==> config.mk <==
export PLATFORM = sky130hd
export DESIGN_NAME = regf_mem_master
export DESIGN_NICKNAME = d
export VERILOG_FILES = /design/src/rtl/regf_mem_master_pkg.sv /design/src/rtl/regf_mem_master_fifo.sv /design/src/rtl/regf_mem_master.sv
export SDC_FILE = /design/constraint.sdc
export NUM_CORES = 1
export LEC_CHECK = 0
export ABC_CLOCK_PERIOD_IN_PS = 8400
export CORE_ASPECT_RATIO = 1.5
export CORE_MARGIN = 2
export CORE_UTILIZATION = 51
export DETAILED_ROUTE_END_ITERATION = 12
export PLACE_DENSITY = 0.82
export SLEW_MARGIN = 20
export SYNTH_ARGS = -nofsm -noshare
export SYNTH_HDL_FRONTEND = slang
export SYNTH_SLANG_ARGS = --single-unit
==> constraint.sdc <==
create_clock -name main_clk_i -period 8.4 [get_ports main_clk_i]
set_input_delay 0.84 -clock main_clk_i [delete_from_list [all_inputs] [get_ports main_clk_i]]
set_output_delay 0.84 -clock main_clk_i [all_outputs]
set_load 0.005 [all_outputs]
==> src/rtl/regf_mem_master_pkg.sv <==
// Shared types and constants for the regf mem-bus initiator.
// The response entry carries {rdata, err, wena, tag}; widths follow the master's defaults.
package regf_mem_master_pkg;

  localparam int RSP_DATA_W = 32;
  localparam int RSP_TAG_W  = 4;

  localparam int                   ERR_CNT_W   = 8;
  localparam logic [ERR_CNT_W-1:0] ERR_CNT_MAX = 8'hFF;

  typedef struct packed {
    logic [RSP_DATA_W-1:0] rdata;
    logic                  err;
    logic                  wena;
    logic [RSP_TAG_W-1:0]  tag;
  } rsp_entry_t;

endpackage

==> src/rtl/regf_mem_master_fifo.sv <==
// Circular-buffer FIFO with occupancy counter; head is visible combinationally, 1-cycle push-to-pop.
// Pop on empty is ignored; the caller guarantees a push never meets a full buffer.
module regf_mem_master_fifo #(
  parameter int DEPTH = 3,
  parameter int W     = 8
) (
  input  logic                       clk,
  input  logic                       flush,
  input  logic                       push,
  input  logic [W-1:0]               push_data,
  input  logic                       pop,
  output logic [W-1:0]               pop_data,
  output logic                       full,
  output logic                       empty,
  output logic [$clog2(DEPTH+1)-1:0] occ
);

  localparam int PW = (DEPTH > 1) ? $clog2(DEPTH) : 1;
  localparam int CW = $clog2(DEPTH+1);

  logic [W-1:0]  mem [DEPTH];
  logic [PW-1:0] wr_ptr;
  logic [PW-1:0] rd_ptr;
  logic          do_pop;

  function automatic logic [PW-1:0] ptr_next(input logic [PW-1:0] p);
    return (p == PW'(DEPTH-1)) ? '0 : p + 1'b1;
  endfunction

  assign empty    = (occ == '0);
  assign full     = (occ == CW'(DEPTH));
  assign do_pop   = pop && !empty;
  assign pop_data = mem[rd_ptr];

  always_ff @(posedge clk) begin
    if (flush) begin
      wr_ptr <= '0;
      rd_ptr <= '0;
      occ    <= '0;
    end else begin
      if (push) begin
        mem[wr_ptr] <= push_data;
        wr_ptr      <= ptr_next(wr_ptr);
      end
      if (do_pop) begin
        rd_ptr <= ptr_next(rd_ptr);
      end
      if (push && !do_pop) begin
        occ <= occ + 1'b1;
      end else if (!push && do_pop) begin
        occ <= occ - 1'b1;
      end
    end
  end

endmodule

==> src/rtl/regf_mem_master.sv <==
// Issues each accepted command as a single-cycle mem access and returns {rdata, err, wena, tag} in order, 2+ cycles later.
// Commands are credit-limited by FIFO occupancy plus the access in flight, so a stalled response stream never loses data.
module regf_mem_master
  import regf_mem_master_pkg::*;
#(
  parameter int ADDR_W    = 13,
  parameter int DATA_W    = RSP_DATA_W,
  parameter int TAG_W     = RSP_TAG_W,
  parameter int RSP_DEPTH = 3
) (
  input  logic                 main_clk_i,
  input  logic                 main_rst_i,
  input  logic                 soft_rst_i,
  input  logic                 cmd_valid_i,
  output logic                 cmd_ready_o,
  input  logic [ADDR_W-1:0]    cmd_addr_i,
  input  logic                 cmd_wena_i,
  input  logic [DATA_W-1:0]    cmd_wdata_i,
  input  logic [TAG_W-1:0]     cmd_tag_i,
  output logic                 mem_ena_o,
  output logic [ADDR_W-1:0]    mem_addr_o,
  output logic                 mem_wena_o,
  output logic [DATA_W-1:0]    mem_wdata_o,
  input  logic [DATA_W-1:0]    mem_rdata_i,
  input  logic                 mem_err_i,
  output logic                 rsp_valid_o,
  input  logic                 rsp_ready_i,
  output logic [DATA_W-1:0]    rsp_rdata_o,
  output logic                 rsp_err_o,
  output logic                 rsp_wena_o,
  output logic [TAG_W-1:0]     rsp_tag_o,
  output logic                 busy_o,
  output logic [ERR_CNT_W-1:0] err_cnt_o
);

  if (DATA_W != RSP_DATA_W || TAG_W != RSP_TAG_W || RSP_DEPTH < 2) begin : g_param_chk
    $error("regf_mem_master: widths must match rsp_entry_t and RSP_DEPTH must be >= 2");
  end

  localparam int CW = $clog2(RSP_DEPTH+1);
  localparam int IW = CW + 1;

  logic                 clr;
  logic                 fire;
  logic                 push;
  logic                 pend;
  logic                 pend_wena;
  logic [TAG_W-1:0]     pend_tag;
  logic [ERR_CNT_W-1:0] err_cnt;
  logic [CW-1:0]        occ;
  logic [IW-1:0]        inflight;
  logic                 fifo_full;
  logic                 fifo_empty;
  rsp_entry_t           push_entry;
  rsp_entry_t           head;

  assign clr = main_rst_i || soft_rst_i;

  // Credit: a pop in this cycle frees its slot only from the next cycle on.
  assign inflight    = IW'(occ) + IW'(pend);
  assign cmd_ready_o = !clr && !fifo_full && (inflight < IW'(RSP_DEPTH));
  assign fire        = cmd_valid_i && cmd_ready_o;

  assign mem_ena_o   = fire;
  assign mem_addr_o  = fire ? cmd_addr_i  : '0;
  assign mem_wena_o  = fire ? cmd_wena_i  : 1'b0;
  assign mem_wdata_o = fire ? cmd_wdata_i : '0;

  // The responder's data belongs to last cycle's access; a flush in this cycle drops it.
  assign push = pend && !clr;

  always_comb begin
    push_entry       = '0;
    push_entry.rdata = pend_wena ? '0 : mem_rdata_i;
    push_entry.err   = mem_err_i;
    push_entry.wena  = pend_wena;
    push_entry.tag   = pend_tag;
  end

  always_ff @(posedge main_clk_i) begin
    if (clr) begin
      pend      <= 1'b0;
      pend_wena <= 1'b0;
      pend_tag  <= '0;
      err_cnt   <= '0;
    end else begin
      pend <= fire;
      if (fire) begin
        pend_wena <= cmd_wena_i;
        pend_tag  <= cmd_tag_i;
      end
      if (push && mem_err_i && (err_cnt != ERR_CNT_MAX)) begin
        err_cnt <= err_cnt + 1'b1;
      end
    end
  end

  regf_mem_master_fifo #(
    .DEPTH (RSP_DEPTH),
    .W     ($bits(rsp_entry_t))
  ) u_rsp_fifo (
    .clk       (main_clk_i),
    .flush     (clr),
    .push      (push),
    .push_data (push_entry),
    .pop       (rsp_ready_i),
    .pop_data  (head),
    .full      (fifo_full),
    .empty     (fifo_empty),
    .occ       (occ)
  );

  // Stale storage is masked so every response field reads 0 while nothing is buffered.
  assign rsp_valid_o = !fifo_empty;
  assign rsp_rdata_o = fifo_empty ? '0   : head.rdata;
  assign rsp_err_o   = fifo_empty ? 1'b0 : head.err;
  assign rsp_wena_o  = fifo_empty ? 1'b0 : head.wena;
  assign rsp_tag_o   = fifo_empty ? '0   : head.tag;

  assign busy_o    = pend || !fifo_empty;
  assign err_cnt_o = err_cnt;

endmodule

**After elaboration in Yosys (flattened, before gate mapping)**

Memories as Yosys holds them, arrays and structs flattened. A register that Yosys moved wholly into a read port is not among the register bits.
Cells that the tools add are included.

- Bits in latches: 0
- Output and inout port bits: 96
- Bits in registers: 20
- ROM bits: 0
- Memories: 1
- RAM bits: 114
- Logic and storage cells: 54

- Reductions and logical operators: 18
- Equal/unequal tests: 4
- Bitwise gates (word level): 0
- Shifts and indexed selects: 0
- Multiply operators: 0
- $add $sub $neg: 6
- Multiplexer cells: 17
- $lt $le $gt $ge: 1
- Div/mod/pow operators: 0

Memories:

| name | words | bits a word | rd ports | clocked after memory_dff | wr ports | line | text |
|---|---|---|---|---|---|---|---|
| u_rsp_fifo.mem | 3 | 38 | 1 | 1 | 1 | regf_mem_master_fifo.sv:21 | `logic [W-1:0] mem [DEPTH];` |

Operators by type and width:

| operator | count |
|---|---|
| 32-bit 2-to-1 mux | 3 |
| 13-bit 2-to-1 mux | 1 |
| 2-bit 2-to-1 mux | 6 |
| 1-bit logical AND | 9 |
| 8-bit by 1-bit adder with 8-bit output (second input constant) | 1 |
| 8-bit inequality test (second input constant) | 1 |
| 2-bit by 1-bit adder with 2-bit output (second input constant) | 3 |
| 2-bit == test (second input constant) | 3 |
| 1-bit 2-to-1 mux | 6 |
| 1-bit logical NOT | 5 |
| 4-bit 2-to-1 mux | 1 |
| 2-bit by 1-bit adder with 3-bit output | 1 |
| 3-bit by 2-bit < comparator with 1-bit output (second input constant) | 1 |
| 2-bit logical NOT | 1 |
| 1-bit logical OR | 2 |
| 2-bit nonzero test | 1 |
| 2-bit by 1-bit subtractor with 2-bit output (second input constant) | 1 |

**Logic depth before layout (Yosys ltp)**

Gate-level depths: netlist of run 1.

- Word-level depth: 7
- Depth in mapped cells: 7
- Gate-level depth less buffers: 7

**Cells and area by module**

Synthesis of run 1 repeated with hierarchy kept, for this count alone.

- Cells, all modules: 483
- Area, all modules: 6,053.3 um^2

Modules (own cells, without submodules):

| module | cells an instance | instances | area each (um^2) |
|---|---|---|---|
| regf_mem_master_fifo | 275 | 1 | 4,533.1 |
| regf_mem_master | 208 | 1 | 1,520.2 |

**Worst setup path after synthesis of run 1**

No wires, ideal clock.

- Kind: in2reg
- Start point: in soft_rst_i
- End point: mem u_rsp_fifo.mem[2][0] in the netlist's numbering (enable)
- Path slack: 3.817 ns
- Stages: 3
- Setup time: 0.489 ns
- Arrival time: 4.095 ns
- Cell sequence: nor2_2 nand2_1 nor3b_1

- Longest elaborated chain between the ends: 6

RTL lines:

| what | line | text |
|---|---|---|
| start, declared | regf_mem_master.sv:13 | `input logic soft_rst_i,` |
| 1-bit logical OR (*) | regf_mem_master.sv:57 | `assign clr = main_rst_i \|\| soft_rst_i;` |
| 1-bit logical NOT | regf_mem_master.sv:70 | `assign push = pend && !clr;` |
| 1-bit logical AND | regf_mem_master.sv:70 |  |
| 1-bit 2-to-1 mux | regf_mem_master_fifo.sv:41 | `if (push) begin` |
| 1-bit 2-to-1 mux (*) | regf_mem_master_fifo.sv:36 | `if (flush) begin` |
| 1-bit 2-to-1 mux (not written as such) (*) | regf_mem_master_fifo.sv:42 | `mem[wr_ptr] <= push_data;` |
| end, declared | regf_mem_master_fifo.sv:21 |  |

Mark *: on every way between the ends. The rest lies on a longest branch, timed or not.

**Worst setup path in the final report of run 1**

- Start point: reg u_rsp_fifo.occ[0]
- End point: out mem_addr_o[4]

- Longest elaborated chain between the ends: 6
- Elaborated cells between the ends (all ways): 8
- Classes of those cells: add/sub: 1; order compare: 1; eq/ne: 1; mux: 1; reduce/logical: 4

RTL lines:

| what | line | text |
|---|---|---|
| start, declared | regf_mem_master_fifo.sv:15 | `output logic [$clog2(DEPTH+1)-1:0] occ` |
| start signal, assigned | regf_mem_master_fifo.sv:49 | `occ <= occ + 1'b1;` |
| start signal, assigned | regf_mem_master_fifo.sv:51 | `occ <= occ - 1'b1;` |
| branches (longest 3 deep; another with 2-bit by 1-bit adder with 3-bit output) | - |  |
| 1-bit logical AND (*) | regf_mem_master.sv:61 | `assign cmd_ready_o = !clr && !fifo_full && (inflight < IW'(RSP_DEPTH));` |
| 1-bit logical AND (*) | regf_mem_master.sv:62 | `assign fire = cmd_valid_i && cmd_ready_o;` |
| 13-bit 2-to-1 mux (*) | regf_mem_master.sv:65 | `assign mem_addr_o = fire ? cmd_addr_i : '0;` |
| end, declared | regf_mem_master.sv:21 | `output logic [ADDR_W-1:0] mem_addr_o,` |

Every way passes the cells marked *.

==> key figures, run 1 <==
Power and ir drop
  • Pwr/cell area: 177.2 nW/um^2
  • Seq pwr share: 49.1%
  • Switching share of power: 19.24%
  • Leak pwr: 2.904 nW
  • Internal: 1.217 mW
  • Total Power: 1.507 mW
  • Clock Power Share: 44.5%
  • Net Sw Power: 0.2900 mW
  • Worst VDD drop: 0.0001364 V
  • Combinational share of power: 6.5%

Die
  • Die area: 12690 sq um
  • Die Y: 136.9 um
  • Core Box Area: 11530 sq um
  • IO Pins: 184
  • Row Count: 48
  • Initial Util: 52.12%
  • Die Wd: 92.63 um

Global route
  • Via count of the first global-routing pass: 4317
  • Largest net degree at the start of global routing: 52
  • Overall Global Routing Usage: 21.23%
  • First-pass GRT wire length: 20340 um
  • Initial antenna violation count: 0
  • Grt ovf: 0

Critical path
  • Worst EP arrival: 3010 ps
  • Setup CP Type: flip-flop to primary output
  • CP dominant cell by count: ha_1
  • CP peak stage delay: 530 ps
  • Crit end category: primary output
  • Crit path launch: u_rsp_fifo.occ[0]
  • CP Depth: 6
  • Crit path max-delay cell type: dfxtp_1
  • Launching point of the worst reg2reg path: u_rsp_fifo.occ[0]
  • Worst r2r dst: pend_tag[2]
  • CP Cell Sequence: ha_1 -> ha_1 -> a211oi_4 -> and3_4 -> and2_1 -> clkdlybuf4s50_1
  • Buf+Inv Stages, Crit Path: 1
  • R2r worst-path depth: 5
  • FF-to-FF setup slack: 6240 ps
  • Worst EP required: 7560 ps
  • CP Max Fanout: 51
  • Crit path to: mem_addr_o[4]
  • Startpoint types: flip-flop
  • CP top delay family: simple AND/OR/NAND/NOR gates

Synthesis
  • Top area cells in the synthesized netlist: edfxtp_1 57%, dfxtp_1 7.3%, mux2_2 7.1%
  • Most common flop cell mapped by yosys: edfxtp_1
  • Synth Area per Inst: 13.75 sq um
  • Synth async-reset ratio: 0%
  • Leading area contributor after synthesis: edfxtp_1
  • Yosys reg bits: 136
  • Syn_nets: 529
  • Netlist cell types: 37
  • Post-synthesis cell area: 6010 sq um
  • Ys Warns: 0
  • Number of synthesized flops with an enable pin: 114
  • Post-Syn Instances: 437
  • Synth top area share: 56.96%
  • Sequential share of the synthesized area: 64.29%

Drt
  • DRT Wirelength: 13140 um
  • Detail Route Antenna Nets: 0
  • Detailed-route via count: 4066
  • Drt drc: 0
  • Routed len/inst: 16.71 um
  • DRT iter0 DRCs: 187
  • Via density: 5.173
  • First-pass detailed-route iteration total: 6

Flow run
  • Max_cap viols: 0

Finish
  • Final #Nets: 715
  • Most common cell after layout, fill and taps aside: clkdlybuf4s50_1
  • N_diodes: 0
  • Layout area overhead: 41.52%
  • Commonest cells after routing, fill and taps aside: 183 x clkdlybuf4s50_1, 114 x edfxtp_1, 47 x and2_1
  • Share of cells above drive strength 1: 13.21%

STA
  • Worst-margin pin slew: 1063 ps
  • Layout Skew: 6.030 ps
  • Unrepaired setup endpoints after global routing: no
  • Max frequency: 259.6 MHz
  • Setup TNS: 0 ps
  • Final setup fails: 0
  • Final Slew Violations: 0
  • Final-report hold violation count: 0
  • Minimum clock period: 3852 ps
  • Hold slack: 457.2 ps
  • Max_slew headroom: 28.99%
  • Period utilization: 45.86%

Placed design
  • HPWL Detailed: 8700 um
  • IO Port Bufs: 183
  • Placer Congestion: 0.8116

Clocking
  • Post_cts resized: 0
  • CTS tree: built
  • Clock sink count: 136
  • CTS clk-pin slew, worst paths: 50 ps
  • Hold_buf cts: 0
  • Post-CTS Setup Bufs: 0
  • Maximum root-to-sink buffer count: 2
  • CTS root buf: clkbuf_16
  • Clock latency on the worst-skew pair: 410 ps
  • TritonCTS buffer count: 17
  • H-tree level count: 4

Run status
  • Status: finished clean

Worst hold path
  • Min-Delay Path Class: flip-flop to flip-flop
  • Hold_sp: pend_wena
-- kinds of logic (layout without fill, tap and decap cells) --
kind of cell / after synthesis / after routing / share of synthesized area [%]
adder cells (fa/ha/maj): 4 / 4 / 0.8328
AO/OA/AOI/OAI: 24 / 24 / 2.748
flip-flops: 136 / 136 / 64.29
multiplexers: 80 / 80 / 14.12
XOR/XNOR: 2 / 2 / 0.2915
buffers and inverters: 27 / 226 / 2.603
AND/OR/NAND/NOR: 164 / 164 / 15.12
-- layer usage --
metal	global-route usage [%]	wire (um)	part of all wire (%)
met4	6.209	159	1.2
met3	7.819	964	7.3
met2	40.96	7215	55
met5	0	0	0
met1	20.94	4796	37
-- final cells by class --
class	count	area, sq um
flip-flops and latches	136	3866
multi-input cells	274	2012
inverters	5	18.77
well taps	150	187.7
clock inverters	10	78.83
fillers	792	3027
repair buffers	189	1877
clock buffers	22	464.2
-- cells in the mapped netlist, types with 3 or more instances --
| cell | number |
|---|---|
| o21ai_0 | 7 |
| nand2_1 | 14 |
| mux2_2 | 38 |
| clkbuf_1 | 8 |
| edfxtp_1 | 114 |
| nor2_1 | 41 |
| inv_1 | 5 |
| nor2b_1 | 33 |
| dfxtp_1 | 22 |
| a31oi_1 | 3 |
| ha_1 | 4 |
| mux2i_1 | 42 |
| and3_1 | 4 |
| nor3b_1 | 4 |
| buf_6 | 6 |
| and2_1 | 47 |
| buf_2 | 8 |
| nand4_1 | 7 |
| a21oi_1 | 6 |
-- power groups by stage --
stage	combinational (mW)	sequential (mW)	clock (mW)
floorplan	0.0321	0.752	0
global placement	0.0952	0.753	0
detailed placement	0.0976	0.753	0
CTS	0.0984	0.739	0.677
global route	0.105	0.739	0.703
finish	0.0975	0.739	0.670
-- registers in the layout (all words and copies together), names as in the netlist, named ones only --
name,count
err_cnt_o,8
pend,1
pend_tag,4
pend_wena,1
u_rsp_fifo.mem,114
u_rsp_fifo.occ,2
u_rsp_fifo.rd_ptr,2
u_rsp_fifo.wr_ptr,2
-- per-stage QoR --
step / cell area, sq um / std cells / setup slack, ps / util (%)
4_1_cts: 8504 / 786 / 4526 / 73.75
3_3_place_gp: 7961 / 754 / 4638 / 69.04
3_5_place_dp: 7961 / 754 / 4602 / 69.04
2_1_floorplan: 6010 / 437 / 3817 / -
5_1_grt: 8504 / 786 / 4378 / 73.75
6_report: 8504 / 786 / 4548 / 73.75
-- tightest hold or removal path: stages, from the launching register on --
cell	delay [ps]
dfxtp_1	300
nand2_1	50
o21ai_0	60
-- how the worst min path moves through the flow --
stage	end	cells past startpoint
floorplan	u_rsp_fifo.mem[0][0]	0
global placement	pend_wena	2
detailed placement	pend_wena	2
global route	flip-flop	2
finish	pend_wena	2
CTS	pend_wena	2
(Power assumes the default switching activity.)
==> run 2: changes to the inputs <==
- ABC_CLOCK_PERIOD_IN_PS: 8400 -> 3510
- CORE_UTILIZATION: 51 -> 42
- PLACE_DENSITY: 0.82 -> 0.72
- clock period: 8.4 -> 3.51 ns (I/O delays scaled with it)
==> run 2 against run 1 <==
Against the previous run:
- first-iteration DRC count shrank 26%
- highest routed layer unchanged
- final cell count increased by 5.7%
- critical path type unchanged
- sequential share of layout area fell by 0.94 points
==> key figures, run 2 (synthesis gave the netlist of run 1 again) <==
Run status
  • Status: finished clean

Power and ir drop
  • Combinational share of power: 6.2% (-0.3 points)
  • Seq pwr share: 46.1% (-3.0 points)
  • Net Sw Power: 0.7216 mW (+150%)
  • Pwr/cell area: 442.0 nW/um^2 (+150%)
  • Total Power: 3.838 mW (+150%)
  • Leak pwr: 2.966 nW (+2.1%)
  • Clock Power Share: 47.8% (+3.3 points)
  • Switching share of power: 18.80% (-0.45 points)
  • Internal: 3.117 mW (+160%)
  • Worst VDD drop: 0.0003232 V (+140%)

STA
  • Hold slack: 472.9 ps (+15.68 ps)
  • Max_slew headroom: 61.59% (+33 points)
  • Final-report hold violation count: 0 (unchanged)
  • Max frequency: 300.5 MHz
  • Final setup fails: 0 (unchanged)
  • Period utilization: 94.82%
  • Minimum clock period: 3328 ps
  • Unrepaired setup endpoints after global routing: no
  • Worst-margin pin slew: 576.1 ps (-486.5 ps)
  • Setup TNS: 0 ps (unchanged)
  • Final Slew Violations: 0 (unchanged)
  • Layout Skew: 9.116 ps (+3.086 ps)

Critical path
  • CP Max Fanout: 25 (-51%)
  • Worst EP required: 3160 ps (-4400 ps)
  • Crit path max-delay cell type: dfxtp_1
  • Setup CP Type: flip-flop to primary output
  • Launching point of the worst reg2reg path: u_rsp_fifo.occ[0]
  • Startpoint types: flip-flop
  • Crit path launch: u_rsp_fifo.occ[0]
  • Worst EP arrival: 2980 ps (-30 ps)
  • CP Cell Sequence: ha_1 -> ha_1 -> a211oi_4 -> and3_2 -> and2_1 -> clkdlybuf4s50_1
  • CP dominant cell by count: ha_1
  • Crit end category: primary output
  • CP peak stage delay: 510 ps (-20 ps)
  • FF-to-FF setup slack: 1350 ps (-4890 ps)

Clocking
  • Clock latency on the worst-skew pair: 410 ps (about the same)
  • Post-CTS Setup Bufs: 0 (unchanged)
  • Post_cts resized: 0 (unchanged)
  • Maximum root-to-sink buffer count: 2 (unchanged)
  • Clock sink count: 136 (unchanged)
  • TritonCTS buffer count: 17 (unchanged)
  • CTS tree: built
  • CTS clk-pin slew, worst paths: 60 ps (about the same)
  • CTS root buf: clkbuf_16
  • Hold_buf cts: 0 (unchanged)
  • H-tree level count: 4 (unchanged)

Finish
  • Biggest register: u_rsp_fifo.mem
  • Most common cell after layout, fill and taps aside: clkdlybuf4s50_1
  • N_diodes: 0 (unchanged)
  • Layout area overhead: 44.49%
  • Fillers: 1065 (+34%)
  • Post-route cell area: 8683 sq um (+2.1%)
  • Final #Nets: 718 (+0.42%)
  • Share of cells above drive strength 1: 14.24% (+1.0 points)
  • Fin util: 62.06% (-12 points)
  • Commonest cells after routing, fill and taps aside: 183 x clkdlybuf4s50_1, 114 x edfxtp_1, 47 x and2_1
  • Largest register FFs: 114 (unchanged)

Flow run
  • Max_cap viols: 0 (unchanged)

Worst hold path
  • Hold_sp: pend_wena
  • Min-Delay Path Class: flip-flop to flip-flop

Placed design
  • Placer Congestion: 0.7806 (-3.8%)
  • HPWL Detailed: 9250 um (+6.3%)
  • Placed inst area: 8034 sq um (+0.91%)
  • IO Port Bufs: 183 (unchanged)

Global route
  • Largest net degree at the start of global routing: 52 (unchanged)
  • Grt ovf: 0 (unchanged)
  • Initial antenna violation count: 0 (unchanged)
  • Overall Global Routing Usage: 18.41% (-2.8 points)
  • Via count of the first global-routing pass: 4597 (+6.5%)
  • First-pass GRT wire length: 21490 um (+5.7%)

Drt
  • Detail Route Antenna Nets: 0 (unchanged)
  • Routed len/inst: 16.83 um (+0.70%)
  • DRT Wirelength: 13980 um (+6.5%)
  • Via density: 4.983 (-3.7%)
  • Detailed-route via count: 4141 (+1.8%)
  • DRT iter0 DRCs: 139 (-26%)
  • First-pass detailed-route iteration total: 4 (-2)
  • Drt drc: 0 (unchanged)

Die
  • Row Count: 53 (+10%)
  • Initial Util: 42.95% (-9.2 points)
  • IO Pins: 184 (unchanged)
  • Core Box Area: 13990 sq um (+21%)
  • Die Y: 150.5 um (+9.9%)
  • Die Wd: 101.7 um (+9.8%)
  • Die area: 15300 sq um (+21%)
[run 2: changes by cell type in the layout (fill, tap and decap cells not counted)]
cell       before  now
clkinv_4        0    2
bufinv_16       1    4
clkinv_1        3    1
and3_2          0    1
clkbuf_8        2    1
buf_12          0    2
clkbuf_1        3    1
[run 2: power by group through the flow]
stage               logic, mW  clock network [mW]  registers [mW]
floorplan              0.0769                   0            1.80
global placement        0.231                   0            1.80
detailed placement      0.236                   0            1.80
CTS                     0.237                1.87            1.77
global route            0.256                1.93            1.77
finish                  0.237                1.83            1.77
[run 2: path summary, 6_finish.rpt]
check | endpoint | cells after the start
hold / removal | pend_wena | 2
hold reg to reg | pend_wena | 2
setup / recovery | mem_wdata_o[15] | 6
setup reg to reg | pend_wena | 5
[run 2: critical path: cells and delay by family, from the launching register on]
family,cells,cell delay (ps)
buffers and inverters,1,500
and+or+nand+nor,2,670
adders and majority gates,2,470
DFF,1,510
AOI/OAI and AO/OA,1,410
[run 2: per-stage QoR]
stage,setup WS [ps],cells
5_1_grt,12.45,831
6_report,181.8,831
3_3_place_gp,693.7,797
2_1_floorplan,-584.1,437
4_1_cts,149.0,829
3_5_place_dp,597.9,797
[run 2: layout make-up]
type	count	area, sq um	share of cell area, %
sequential	136	3866	44.52
multi-input combinational	275	2019	23.26
timing repair buffer	191	1917	22.07
clock buffer	19	442.9	5.101
tap	192	240.2	2.767
clock inverter	13	178.9	2.061
inverter	5	18.77	0.2161
[run 2: layer usage]
metal	global-route usage [%]	share of wire (%)	vias to the layer above
li1	-	-	1962
met1	18.23	36	1997
met2	35.36	56	169
met3	5.525	7.1	13
met4	6.284	1.1	0
met5	0	0	-
